## config.mk

```make
export PLATFORM = sky130hd
export DESIGN_NAME = inst_fetch
export DESIGN_NICKNAME = d
export VERILOG_FILES = /design/src/rtl/kgp_risc_pkg.sv /design/src/rtl/fetch_buffer.sv /design/src/rtl/inst_fetch.sv
export SDC_FILE = /design/constraint.sdc
export NUM_CORES = 1
export LEC_CHECK = 0
export ABC_AREA = 1
export CAP_MARGIN = 20
export CELL_PAD_IN_SITES_DETAIL_PLACEMENT = 1
export CELL_PAD_IN_SITES_GLOBAL_PLACEMENT = 1
export CORE_UTILIZATION = 44
export CTS_CLUSTER_DIAMETER = 200
export DETAILED_ROUTE_END_ITERATION = 8
export GPL_ROUTABILITY_DRIVEN = 0
export PLACE_DENSITY_LB_ADDON = 0.05
export SLEW_MARGIN = 20
export SYNTH_ARGS = -nofsm -noshare
export SYNTH_HDL_FRONTEND = slang
export SYNTH_HIERARCHICAL = 1
export SYNTH_SLANG_ARGS = --single-unit
```

## constraint.sdc

```tcl
create_clock -name clk -period 10.87 [get_ports clk]
set_clock_uncertainty 0.05 [all_clocks]
set_input_delay 1.6305 -clock clk [delete_from_list [all_inputs] [get_ports clk]]
set_output_delay 1.6305 -clock clk [all_outputs]
set_load 0.1 [all_outputs]
```

## src/rtl/kgp_risc_pkg.sv

```systemverilog
// rtl/kgp_risc_pkg.sv - shared widths, fetch FSM states and opcodes for the kgp_risc core
package kgp_risc_pkg;

    localparam int INST_W = 32;
    localparam int ADDR_W = 32;

    localparam logic [ADDR_W-1:0] RESET_PC_DEFAULT = 32'h0000_0000;

    typedef enum logic [1:0] {
        FETCH = 2'd0,
        DRAIN = 2'd1,
        HALT  = 2'd2
    } fetch_state_t;

    // Major opcodes, shared with the decoder
    localparam logic [6:0] OPC_LOAD   = 7'b000_0011;
    localparam logic [6:0] OPC_OP_IMM = 7'b001_0011;
    localparam logic [6:0] OPC_AUIPC  = 7'b001_0111;
    localparam logic [6:0] OPC_STORE  = 7'b010_0011;
    localparam logic [6:0] OPC_OP     = 7'b011_0011;
    localparam logic [6:0] OPC_LUI    = 7'b011_0111;
    localparam logic [6:0] OPC_BRANCH = 7'b110_0011;
    localparam logic [6:0] OPC_JALR   = 7'b110_0111;
    localparam logic [6:0] OPC_JAL    = 7'b110_1111;

    function automatic logic [ADDR_W-1:0] word_align(input logic [ADDR_W-1:0] addr);
        return addr & ~ADDR_W'(3);
    endfunction

endpackage

```

## src/rtl/fetch_buffer.sv

```systemverilog
// rtl/fetch_buffer.sv - DEPTH-entry sync FIFO of {inst, pc} between fetch and decode
module fetch_buffer
    import kgp_risc_pkg::*;
#(
    parameter  int DEPTH = 2,
    localparam int CW    = $clog2(DEPTH + 1),
    localparam int PW    = (DEPTH > 1) ? $clog2(DEPTH) : 1
) (
    input  logic              clk,
    input  logic              rst,
    input  logic              push_i,
    input  logic [INST_W-1:0] push_inst_i,
    input  logic [ADDR_W-1:0] push_pc_i,
    input  logic              pop_i,
    input  logic              flush_i,
    output logic [CW-1:0]     count_o,
    output logic              full_o,
    output logic              empty_o,
    output logic [INST_W-1:0] head_inst_o,
    output logic [ADDR_W-1:0] head_pc_o
);

    logic [INST_W-1:0] inst_q [DEPTH];
    logic [ADDR_W-1:0] pc_q   [DEPTH];
    logic [PW-1:0]     rd_q, rd_d, wr_q, wr_d;
    logic [CW-1:0]     cnt_q, cnt_d;
    logic              do_push, do_pop;

    function automatic logic [PW-1:0] ptr_inc(input logic [PW-1:0] p);
        return (p == PW'(DEPTH - 1)) ? '0 : p + PW'(1);
    endfunction

    assign count_o     = cnt_q;
    assign empty_o     = (cnt_q == '0);
    assign full_o      = (cnt_q == CW'(DEPTH));
    assign head_inst_o = inst_q[rd_q];
    assign head_pc_o   = pc_q[rd_q];

    // Flush dominates both push and pop in the same cycle
    assign do_push = push_i & ~flush_i;
    assign do_pop  = pop_i & ~empty_o & ~flush_i;

    always_comb begin
        rd_d  = rd_q;
        wr_d  = wr_q;
        cnt_d = cnt_q;
        if (flush_i) begin
            rd_d  = '0;
            wr_d  = '0;
            cnt_d = '0;
        end else begin
            if (do_push) wr_d = ptr_inc(wr_q);
            if (do_pop)  rd_d = ptr_inc(rd_q);
            cnt_d = cnt_q + CW'(do_push) - CW'(do_pop);
        end
    end

    always_ff @(posedge clk or posedge rst) begin
        if (rst) begin
            rd_q  <= '0;
            wr_q  <= '0;
            cnt_q <= '0;
            for (int i = 0; i < DEPTH; i++) begin
                inst_q[i] <= '0;
                pc_q[i]   <= '0;
            end
        end else begin
            rd_q  <= rd_d;
            wr_q  <= wr_d;
            cnt_q <= cnt_d;
            if (do_push) begin
                inst_q[wr_q] <= push_inst_i;
                pc_q[wr_q]   <= push_pc_i;
            end
        end
    end

endmodule

```

## src/rtl/inst_fetch.sv

```systemverilog
// rtl/inst_fetch.sv - instruction fetch stage: PC, imem request/response, redirect flush
module inst_fetch
    import kgp_risc_pkg::*;
#(
    parameter int                DEPTH    = 2,
    parameter logic [ADDR_W-1:0] RESET_PC = RESET_PC_DEFAULT
) (
    input  logic              clk,
    input  logic              rst,
    output logic              imem_req_valid,
    input  logic              imem_req_ready,
    output logic [ADDR_W-1:0] imem_req_addr,
    input  logic              imem_rsp_valid,
    input  logic [INST_W-1:0] imem_rsp_data,
    input  logic              redirect_valid,
    input  logic [ADDR_W-1:0] redirect_pc,
    input  logic              halt,
    output logic              inst_valid,
    input  logic              inst_ready,
    output logic [INST_W-1:0] inst,
    output logic [ADDR_W-1:0] inst_pc
);

    localparam int          CW      = $clog2(DEPTH + 1);
    localparam int          PW      = (DEPTH > 1) ? $clog2(DEPTH) : 1;
    localparam logic [CW:0] DEPTH_C = (CW + 1)'(DEPTH);

    fetch_state_t      state_q, state_d;
    logic [ADDR_W-1:0] pc_q, pc_d;
    logic [CW-1:0]     out_q, out_d;
    logic [CW-1:0]     drop_q, drop_d;
    logic [ADDR_W-1:0] ipc_q [DEPTH];
    logic [PW-1:0]     ird_q, iwr_q;
    logic [CW-1:0]     buf_count;
    logic              buf_full, buf_empty;
    logic              credit, req_fire, rsp_keep, inst_pop;

    // In-flight requests plus buffered words may never exceed the FIFO depth
    assign credit = ({1'b0, out_q} + {1'b0, buf_count}) < DEPTH_C;

    assign imem_req_valid = ~rst & (state_q == FETCH) & ~halt & ~redirect_valid & credit;
    assign imem_req_addr  = pc_q;
    assign req_fire       = imem_req_valid & imem_req_ready;
    assign rsp_keep       = imem_rsp_valid & ~redirect_valid & (drop_q == '0);
    assign inst_valid     = ~buf_empty;
    assign inst_pop       = inst_valid & inst_ready;

    always_comb begin
        state_d = state_q;
        pc_d    = pc_q;
        drop_d  = drop_q;
        out_d   = out_q + CW'(req_fire) - CW'(imem_rsp_valid);
        if (req_fire) pc_d = pc_q + ADDR_W'(4);
        if (redirect_valid) begin
            // Everything still in flight after this cycle belongs to the old path
            pc_d   = word_align(redirect_pc);
            drop_d = out_d;
            if (drop_d != '0)  state_d = DRAIN;
            else if (halt)     state_d = HALT;
            else               state_d = FETCH;
        end else begin
            if (imem_rsp_valid && (drop_q != '0)) drop_d = drop_q - CW'(1);
            unique case (state_q)
                FETCH:   if (halt) state_d = HALT;
                DRAIN:   if (drop_d == '0) state_d = halt ? HALT : FETCH;
                HALT:    if (!halt) state_d = FETCH;
                default: state_d = FETCH;
            endcase
        end
    end

    always_ff @(posedge clk or posedge rst) begin
        if (rst) begin
            state_q <= FETCH;
            pc_q    <= RESET_PC;
            out_q   <= '0;
            drop_q  <= '0;
        end else begin
            state_q <= state_d;
            pc_q    <= pc_d;
            out_q   <= out_d;
            drop_q  <= drop_d;
        end
    end

    // PCs of in-flight requests, consumed in order by responses (stale ones included)
    always_ff @(posedge clk or posedge rst) begin
        if (rst) begin
            ird_q <= '0;
            iwr_q <= '0;
            for (int i = 0; i < DEPTH; i++) ipc_q[i] <= '0;
        end else begin
            if (req_fire) begin
                ipc_q[iwr_q] <= pc_q;
                iwr_q        <= (iwr_q == PW'(DEPTH - 1)) ? '0 : iwr_q + PW'(1);
            end
            if (imem_rsp_valid) begin
                ird_q <= (ird_q == PW'(DEPTH - 1)) ? '0 : ird_q + PW'(1);
            end
        end
    end

    fetch_buffer #(.DEPTH(DEPTH)) u_buf (
        .clk         (clk),
        .rst         (rst),
        .push_i      (rsp_keep),
        .push_inst_i (imem_rsp_data),
        .push_pc_i   (ipc_q[ird_q]),
        .pop_i       (inst_pop),
        .flush_i     (redirect_valid),
        .count_o     (buf_count),
        .full_o      (buf_full),
        .empty_o     (buf_empty),
        .head_inst_o (inst),
        .head_pc_o   (inst_pc)
    );

    a_no_overflow: assert property (@(posedge clk) disable iff (rst)
        (rsp_keep && !inst_pop) |-> !buf_full);

endmodule

```

==> run_results.csv <==
group,metric,value,unit
clocking,cts_resized,0,
min_path,hp-class,"reg2reg",
clocking,cts_tree,"yes",
run_status,status,"finished clean",
setup_path,rr_startpoint,"u_buf/count_o[0]$_DFF_PP0_",
clocking,htree_levels,1,
floorplan,die_area,27200,um2
global_route,grt_use_total,22.3,%
synth,syn_area_per_cell,8.39,um2
global_route,grt_pass1_vias,9589,
setup_path,r2r_setup_slack,7630,ps
synth,synthCells,1391,
finish,diodes,0,
synth,synthesis.area,11700,um2
placement,dp_cells,1833,
clocking,cts_buffers,27,
clocking,cts.sinks,230,
timing,min_period,5910,ps
clocking,path_clk_slew,50,ps
run,cap_viol_max_count,0,
min_path,holdPathEnd,"u_buf/pc_q[31]$_DFFE_PP0P_",
setup_path,crit_path_max_fanout,48,
setup_path,cp-end-kind,"output port",
setup_path,path_cells,"clkdlybuf4s50_1, inv_4, nand2_1, nor2_4, clkdlybuf4s50_1",
detailed_routing,drtIter0Drc,567,
global_route,grt_first_pass_wirelength,48.7,mm
finish,area_delta_synth_final,21.4,%
setup_path,cp_slowest_cell,"clkdlybuf4s50_1",
placement,port_buffers,164,
clocking,hold_buffers,0,
detailed_routing,wl_per_cell,15.6,um
power,p_leak,6.87,nW
power,ir_drop,0.000207,V
global_route,grt_max_degree,78,
setup_path,reg2reg_to,"ipc_q[5]$_DFFE_PP0P_",
finish,final_util,54.4,%
timing,maxSlewHeadroom,28.4,%
synth,yosysWarnings,6,
min_path,hold_depth,2,
finish,layout_commonest_cell,"nand2_1",
floorplan,io_pins,169,
setup_path,cp.arrival,4230,ps
clocking,clock_path_buffers,3,
setup_path,start_kind,"primary input",
detailed_routing,drcViolationCount,0,
clocking,clk-insertion-delay-late,530,ps
detailed_routing,drt_pass1_iterations,4,
finish,n_fill_cell,3150,
timing,hold_violations,0,
global_route,grt_overflow_total,0,
finish,mostFrequentLayoutCells,"nand2_1, dfrtp_1, clkdlybuf4s50_1",
timing,worst_slew_pin_slew,1070,ps
floorplan,placeableCoreArea,26100,um2
timing,fin_setup_tns,0,ps
floorplan,row_count,59,
finish,nets,1605,
finish,drive_gt1_share,15.0,%
floorplan,fp.dieH,165,um
setup_path,cp.buffers_inverters,3,
detailed_routing,vias,9373,
floorplan,initial_utilization,44.8,%
timing,period_share,54.3,%
detailed_routing,ant_nets,0,
power,total_power,3.73,mW
setup_path,reg2reg_depth,12,
setup_path,worstSetupPathType,"in2out",
setup_path,crit_required,9190,ps
timing,whs,431,ps
placement,dpl.hpwl,19.3,mm
min_path,min_from,"u_buf/pc_q[31]$_DFFE_PP0P_",
detailed_routing,wl,29.4,mm
detailed_routing,via_per_inst,4.99,
power,cellPowerDensity,263,nW/um2
finish,multiInputGateArea,4860,um2
finish,regArea,5760,um2
setup_path,cp_slowest_stage_delay,1150,ps
floorplan,die_x,165,um
setup_path,path_common_cell,"clkdlybuf4s50_1",
setup_path,critical-path-top-delay-family,"buffers and inverters",
clocking,postCtsSetupBuffers,0,
clocking,root_buffer,"clkbuf_16",
global_route,antenna_found_initial,0,
finish,stdcell_count,1880,
timing,final-max-slew-violation-count,0,
timing,fmax,169,MHz
timing,rsz0062_at_grt,"false",
timing,finalSetupViolations,0,
-- power by group --
part / total [mW] / switching [mW] / internal [mW]
logic: 1.64 / 1.21 / 0.424
registers: 1.19 / 0.128 / 1.06
clock network: 0.909 / 0.351 / 0.558
total: 3.73 / 1.69 / 2.04
-- metrics by stage --
step	setup slack (ps)	instance area, um2
6_report	4960	14200
5_1_grt	4790	14200
4_1_cts	4930	14200
3_5_place_dp	4960	13300
3_3_place_gp	4950	13300
2_1_floorplan	4550	11700
-- per-layer routing --
metal | track usage, % | wire length (um) | vias up
met5 | 0 | 0 | -
met4 | 5.25 | 509 | 0
met3 | 2.96 | 1330 | 39
met2 | 37.0 | 13700 | 187
met1 | 31.0 | 13800 | 4502
li1 | - | - | 4645
-- tightest hold or removal path, stage by stage (launching register included) --
cell and delay, ps:
dfrtp_1 340, nand2_1 60, o21ai_2 50
-- cell type report --
cell class,instances,share of cell area [%]
Clock buffer,38,5.41
Clock inverter,9,0.848
Inverter,140,3.76
Multi-Input combinational cell,954,34.3
Sequential cell,230,40.6
Tap cell,335,2.96
Timing Repair Buffer,174,12.1
-- sequential cells by signal, indices dropped and copies added (netlist names), 2 cells and up --
| signal | cells |
|---|---|
| ipc_q | 60 |
| state_q | 2 |
| out_q | 2 |
| drop_q | 2 |
| u_buf/pc_q | 64 |
| u_buf/count_o | 2 |
| imem_req_addr | 30 |
| u_buf/inst_q | 64 |
-- worst max path at each step --
stage	startpoint	end	slack, ps	depth (start not counted)
floorplan	rst	imem_req_valid	4550	3
global placement	rst	imem_req_valid	4950	5
detailed placement	rst	imem_req_valid	4960	5
CTS	rst	imem_req_valid	4930	5
global route	rst	imem_req_valid	4790	5
finish	rst	imem_req_valid	4960	5
No activity file was read; power rests on OpenSTA's default activity.
